===== src/rtl/fm_radio_pkg.sv =====
// Shared FM-radio constants, the FSM state type and the Q-format dequantize helper.
// Defining STEREO_LMR_SAT_EN adds the saturate() helper.
package fm_radio_pkg;

  localparam int DATA_SIZE = 32;
  localparam int BITS      = 10;

  typedef enum logic [1:0] {
    S_READ  = 2'd0,
    S_MULT  = 2'd1,
    S_DEQ   = 2'd2,
    S_WRITE = 2'd3
  } state_t;

  // Truncates toward zero. Negative values get a bias of 2^bits-1 before the shift.
  function automatic logic signed [63:0] dequantize(input logic signed [63:0] p,
                                                    input int bits = BITS);
    logic signed [63:0] biased;
    biased = p;
    if (p[63]) biased = p + ((64'sd1 <<< bits) - 64'sd1);
    return biased >>> bits;
  endfunction

`ifdef STEREO_LMR_SAT_EN
  localparam logic signed [63:0] SAT_MAX = (64'sd1 <<< (DATA_SIZE - 1)) - 64'sd1;
  localparam logic signed [63:0] SAT_MIN = -(64'sd1 <<< (DATA_SIZE - 1));

  function automatic logic [DATA_SIZE-1:0] saturate(input logic signed [63:0] v);
    if (v > SAT_MAX) return SAT_MAX[DATA_SIZE-1:0];
    if (v < SAT_MIN) return SAT_MIN[DATA_SIZE-1:0];
    return v[DATA_SIZE-1:0];
  endfunction
`endif

endpackage


===== src/rtl/stereo_lmr_demod.sv =====
// Stereo L-R demodulator: multiplies the 38 kHz carrier by the L-R band and dequantizes the product.
// Optional macro STEREO_LMR_SAT_EN clamps the result instead of wrapping it.
//
// state   | meaning
// S_READ  | wait for both FIFOs to be non-empty, then pop the pair
// S_MULT  | full-width signed product of the latched pair
// S_DEQ   | dequantize, apply gain, register y_out
// S_WRITE | push y_out once the output FIFO has room
module stereo_lmr_demod #(
  parameter int DATA_SIZE  = fm_radio_pkg::DATA_SIZE,
  parameter int BITS       = fm_radio_pkg::BITS,
  parameter int GAIN_SHIFT = 0
) (
  input  logic                 clock,
  input  logic                 reset,
  input  logic [DATA_SIZE-1:0] carrier_in,
  input  logic                 carrier_empty,
  output logic                 carrier_rd_en,
  input  logic [DATA_SIZE-1:0] lmr_in,
  input  logic                 lmr_empty,
  output logic                 lmr_rd_en,
  output logic [DATA_SIZE-1:0] y_out,
  output logic                 y_wr_en,
  input  logic                 y_out_full,
  output logic [31:0]          sample_count
);
  import fm_radio_pkg::*;

  state_t                 state_q, state_d;
  logic [DATA_SIZE-1:0]   a_q, a_d;
  logic [DATA_SIZE-1:0]   b_q, b_d;
  logic signed [63:0]     p_q, p_d;
  logic [DATA_SIZE-1:0]   y_q, y_d;
  logic [31:0]            count_q, count_d;
  logic signed [63:0]     deq;

  always_comb begin
    state_d       = state_q;
    a_d           = a_q;
    b_d           = b_q;
    p_d           = p_q;
    y_d           = y_q;
    count_d       = count_q;
    deq           = '0;
    carrier_rd_en = 1'b0;
    lmr_rd_en     = 1'b0;
    y_wr_en       = 1'b0;

    case (state_q)
      S_READ: begin
        // Pop only as a pair so the two streams stay sample-aligned.
        if (!reset && !carrier_empty && !lmr_empty) begin
          a_d           = carrier_in;
          b_d           = lmr_in;
          carrier_rd_en = 1'b1;
          lmr_rd_en     = 1'b1;
          state_d       = S_MULT;
        end
      end
      S_MULT: begin
        p_d     = 64'($signed(a_q)) * 64'($signed(b_q));
        state_d = S_DEQ;
      end
      S_DEQ: begin
        deq = dequantize(p_q, BITS) <<< GAIN_SHIFT;
`ifdef STEREO_LMR_SAT_EN
        y_d = saturate(deq);
`else
        y_d = deq[DATA_SIZE-1:0];
`endif
        state_d = S_WRITE;
      end
      S_WRITE: begin
        if (!reset && !y_out_full) begin
          y_wr_en = 1'b1;
          count_d = count_q + 32'd1;
          state_d = S_READ;
        end
      end
      default: state_d = S_READ;
    endcase
  end

  always_ff @(posedge clock) begin
    if (reset) begin
      state_q <= S_READ;
      a_q     <= '0;
      b_q     <= '0;
      p_q     <= '0;
      y_q     <= '0;
      count_q <= '0;
    end else begin
      state_q <= state_d;
      a_q     <= a_d;
      b_q     <= b_d;
      p_q     <= p_d;
      y_q     <= y_d;
      count_q <= count_d;
    end
  end

  assign y_out        = y_q;
  assign sample_count = count_q;

endmodule


===== config.mk =====
export PLATFORM = sky130hd
export DESIGN_NAME = stereo_lmr_demod
export DESIGN_NICKNAME = d
export VERILOG_FILES = /design/src/rtl/fm_radio_pkg.sv /design/src/rtl/stereo_lmr_demod.sv
export SDC_FILE = /design/constraint.sdc
export NUM_CORES = 2
export LEC_CHECK = 0
export ABC_AREA = 1
export BUFFER_PORTS_ARGS = -buffer_cell sky130_fd_sc_hd__buf_2
export CAP_MARGIN = 40
export CORE_MARGIN = 3
export CORE_UTILIZATION = 60
export CTS_BUF_LIST = sky130_fd_sc_hd__clkbuf_16
export DETAILED_ROUTE_END_ITERATION = 12
export PLACE_DENSITY_LB_ADDON = 0.12
export SKIP_LAST_GASP = 1
export SLEW_MARGIN = 20
export SYNTH_ARGS = -nofsm -noshare
export SYNTH_HDL_FRONTEND = slang
export SYNTH_SLANG_ARGS = --single-unit

===== constraint.sdc =====
create_clock -name clock -period 7.2 [get_ports clock]
set_input_delay 0.36 -clock clock [delete_from_list [all_inputs] [get_ports clock]]
set_output_delay 0.36 -clock clock [all_outputs]
set_load 0.02 [all_outputs]

==> metrics.md <==
| Metric | Value |
|---|---|
| Worst r2r dst | p_q[63] |
| Vias in the first global route | roughly 40000 |
| Post-Synthesis Cells | about 5700 |
| WL final | 126400 µm |
| Via density | 5.263 |
| CP Launch Point | a_q[31] |
| Root Buffer | clkbuf_16 |
| Bufs on Longest Clock Path | 2 |
| Cell taking the most area after synthesis | fa_1 |
| Synth-to-layout area growth | 7.564% |
| Lkg Pwr | 27.18 nW |
| Core Area | roughly 0.073 mm² |
| CP Class | reg -> reg |
| Fin util | 0.6560 |
| Via Count | 35560 |
| Layout cell share with drive strength beyond 1 | 0.07193 |
| Worst-Margin Slew | 857.3 ps |
| Synthesized flop and latch total | 173 |
| Top post-synthesis cells by area | fa_1 48%, inv_1 14%, nand2_1 13% |
| Yosys top cell area share | 0.4835 |
| Sequential element share of the synthesized area | 0.07731 |
| Final Slew Violations | 0 |
| Chip width | between 200 and 300 µm |
| DR iter-0 viols | 2414 |
| Netlist cell types | 41 |
| Syn_nets | 7083 |
| Finish-stage setup viols | 0 |
| Port bufs | 135 |
| Post-DP Area | ~0.047 mm² |
| Placed Cells incl. Taps | 6716 |
| Rows | just under 100 |
| Critical path endpoint category | register |
| Num Clock Sinks | 173 |
| CP dominant cell by count | inv_1 |
| Cell depth of the worst flop-to-flop path | 32 |
| Die ar. | ~0.08 mm² |
| Hold Slack | 30.94 ps |
| Crit-path max FO | 11 |
| Final Hold Viols | 0 |
| Die span in y | 279.2 µm |
| CP startpoint kind | register |
| Power Density | 129.7 mW/mm² |
| Ant. Diodes | 0 |
| CTS tree | yes |
| Post-layout minimum cycle time | about 6900 ps |
| Skew final | between 40 and 50 ps |
| Ys Warns | 0 |
| First-pass GRT wire length | 208700 µm |
| Post-layout nets | 7124 |
| Largest net degree at the start of global routing | between 80 and 90 |
| Drt wl/cell | roughly 19 µm |
| Residual DRC count | 0 |
| DP Wirelength | roughly 100000 µm |
| Maximum VDD drop | about 0.23 mV |
| IO Pins | 136 |
| Worst R2R Start | a_q[31] |
| Grt ovf | 0 |
| Final Power | 0.006250 W |
| Worst R2R Setup Slack | roughly 260 ps |
| Max Fclk | 0.1440 GHz |
| Average cell area after synthesis | 7.800 µm² |
| Slew margin rel. | 0.4271 |
| Initial antenna violation count | 0 |
| Initial core utilization | 0.6098 |
| Pre-antenna DRT Iters | 6 |
| Finished Cell Area | 0.04818 mm² |
| Placer Congestion | 0.9874 |
| Clock-pin transition on the worst setup and hold timing paths | 120 ps |
| Fin crit share | 0.9644 |
| Max H-tree Level | 4 |
| Mapped Area | 0.04480 mm² |
| Tot GR Track Use | 0.3462 |
| Critical path's largest stage delay | 600 ps |
| RSZ-0062 raised after global routing | yes |
| Crit path DAT | 7340 ps |
| Routed Antenna Nets | 0 |
| CP required | 7600 ps |
| Setup crit end | p_q[63] |
| Non-filler cells, final | 6756 |
| CTS buffer count | 17 |
| Slowest cell on crit path | fa_2 |
| Outcome | completed |
| Hold WC Path Type | in -> reg |
| Worst-Skew Late Latency | 530 ps |
| Max-Cap Viols | 0 |
[state kept, by name, indices dropped and copies added (netlist names)]
name	flops
y_out	32
p_q	43
state_q	2
a_q	32
b_q	32
sample_count	32
[kinds of logic after synthesis]
logic type      share of synthesized area
buf+inv                            0.1691
simple gates                       0.1717
compound gates                    0.03620
flops                             0.07731
xor+xnor                         0.009385
fa+ha+maj                          0.5363
[where the power goes]
| part | internal [W] | switching, W | total [W] |
|---|---|---|---|
| Clock | 0.000483 | 0.000612 | 0.00110 |
| Sequential | 0.00117 | 0.000235 | 0.00141 |
| Combinational | 0.00131 | 0.00244 | 0.00375 |
| Total | 0.00297 | 0.00328 | 0.00625 |
[layer usage]
| metal | up-vias | routed length [µm] | global-route usage |
|---|---|---|---|
| li1 | 16110 | - | - |
| met3 | 373 | 8252 | 0.04875 |
| met4 | 0 | 7309 | 0.1720 |
| met2 | 1374 | 62190 | 0.5938 |
| met5 | - | 0 | 0 |
| met1 | 17700 | 48620 | 0.4326 |
[cell usage in the layout, fill, tap and decap left out, types with 126 or more instances in the layout]
cell type / instances
a21oi_1: 126
inv_1: 1713
buf_4: 133
buf_2: 136
dfxtp_1: 156
ha_1: 188
o21ai_0: 133
fa_1: 1077
nor2_1: 199
nand2_1: 1517
[critical path: cells and delay by family (launching register included)]
kind | cells | cell delay (ps)
buf+inv | 11 | 1080
fa+ha+maj | 9 | 4410
flops | 1 | 390
simple gates | 12 | 940
[synthesized netlist by cell type (all sizes together)]
| master | n |
|---|---|
| a31oi | 1 |
| or2 | 2 |
| nor2 | 213 |
| o21bai | 8 |
| nor4 | 9 |
| and2 | 2 |
| a21oi | 128 |
| nand2b | 1 |
| nand3b | 7 |
| buf | 11 |
| a211oi | 1 |
| o21a | 5 |
| xor2 | 39 |
| nand2 | 1525 |
| nor3 | 50 |
| ha | 189 |
| inv | 1721 |
| o211ai | 6 |
| dfxtp | 173 |
| o21ai | 140 |
| nand4 | 29 |
| and3 | 1 |
| o31ai | 11 |
| nor3b | 6 |
| nand3 | 84 |
| xnor2 | 9 |
| fa | 1082 |
| clkbuf | 285 |
| a21o | 5 |
[repair_timing]
item,CTS,global route
hold endpoints to repair,3,0
gates resized for setup,0,53
setup endpoints to repair,0,24
hold buffers,3,0
setup buffers,0,4
[layout make-up]
cell class	instances	area [µm²]
clock buffers	17	425.4
clock inverters	15	209.0
fillers	6373	25270
inverters	1721	6465
multi-input cells	3553	33810
flip-flops and latches	173	3490
well taps	959	1200
repair buffers	318	2582
[stage by stage]
stage	setup WS, ps	TNS, ps
3_5_place_dp	164.7	0
3_3_place_gp	236.1	0
4_1_cts	100.8	0
2_1_floorplan	138.1	0
5_1_grt	-49.43	-73.54
6_report	256.1	0
[worst min-delay path by stage]
| stage | start | endpoint | slack, ps | cells past startpoint |
|---|---|---|---|---|
| detailed placement | p_q[2] | p_q[2] | 460 | 2 |
| CTS | carrier_in[6] | a_q[6] | 8 | 3 |
| global route | carrier_in[6] | a_q[6] | 40 | 3 |
| finish | carrier_in[6] | a_q[6] | 30 | 3 |
| floorplan | p_q[5] | p_q[5] | 440 | 2 |
| global placement | p_q[1] | p_q[1] | 460 | 2 |
Note: power is estimated with default switching activity, not from simulation.
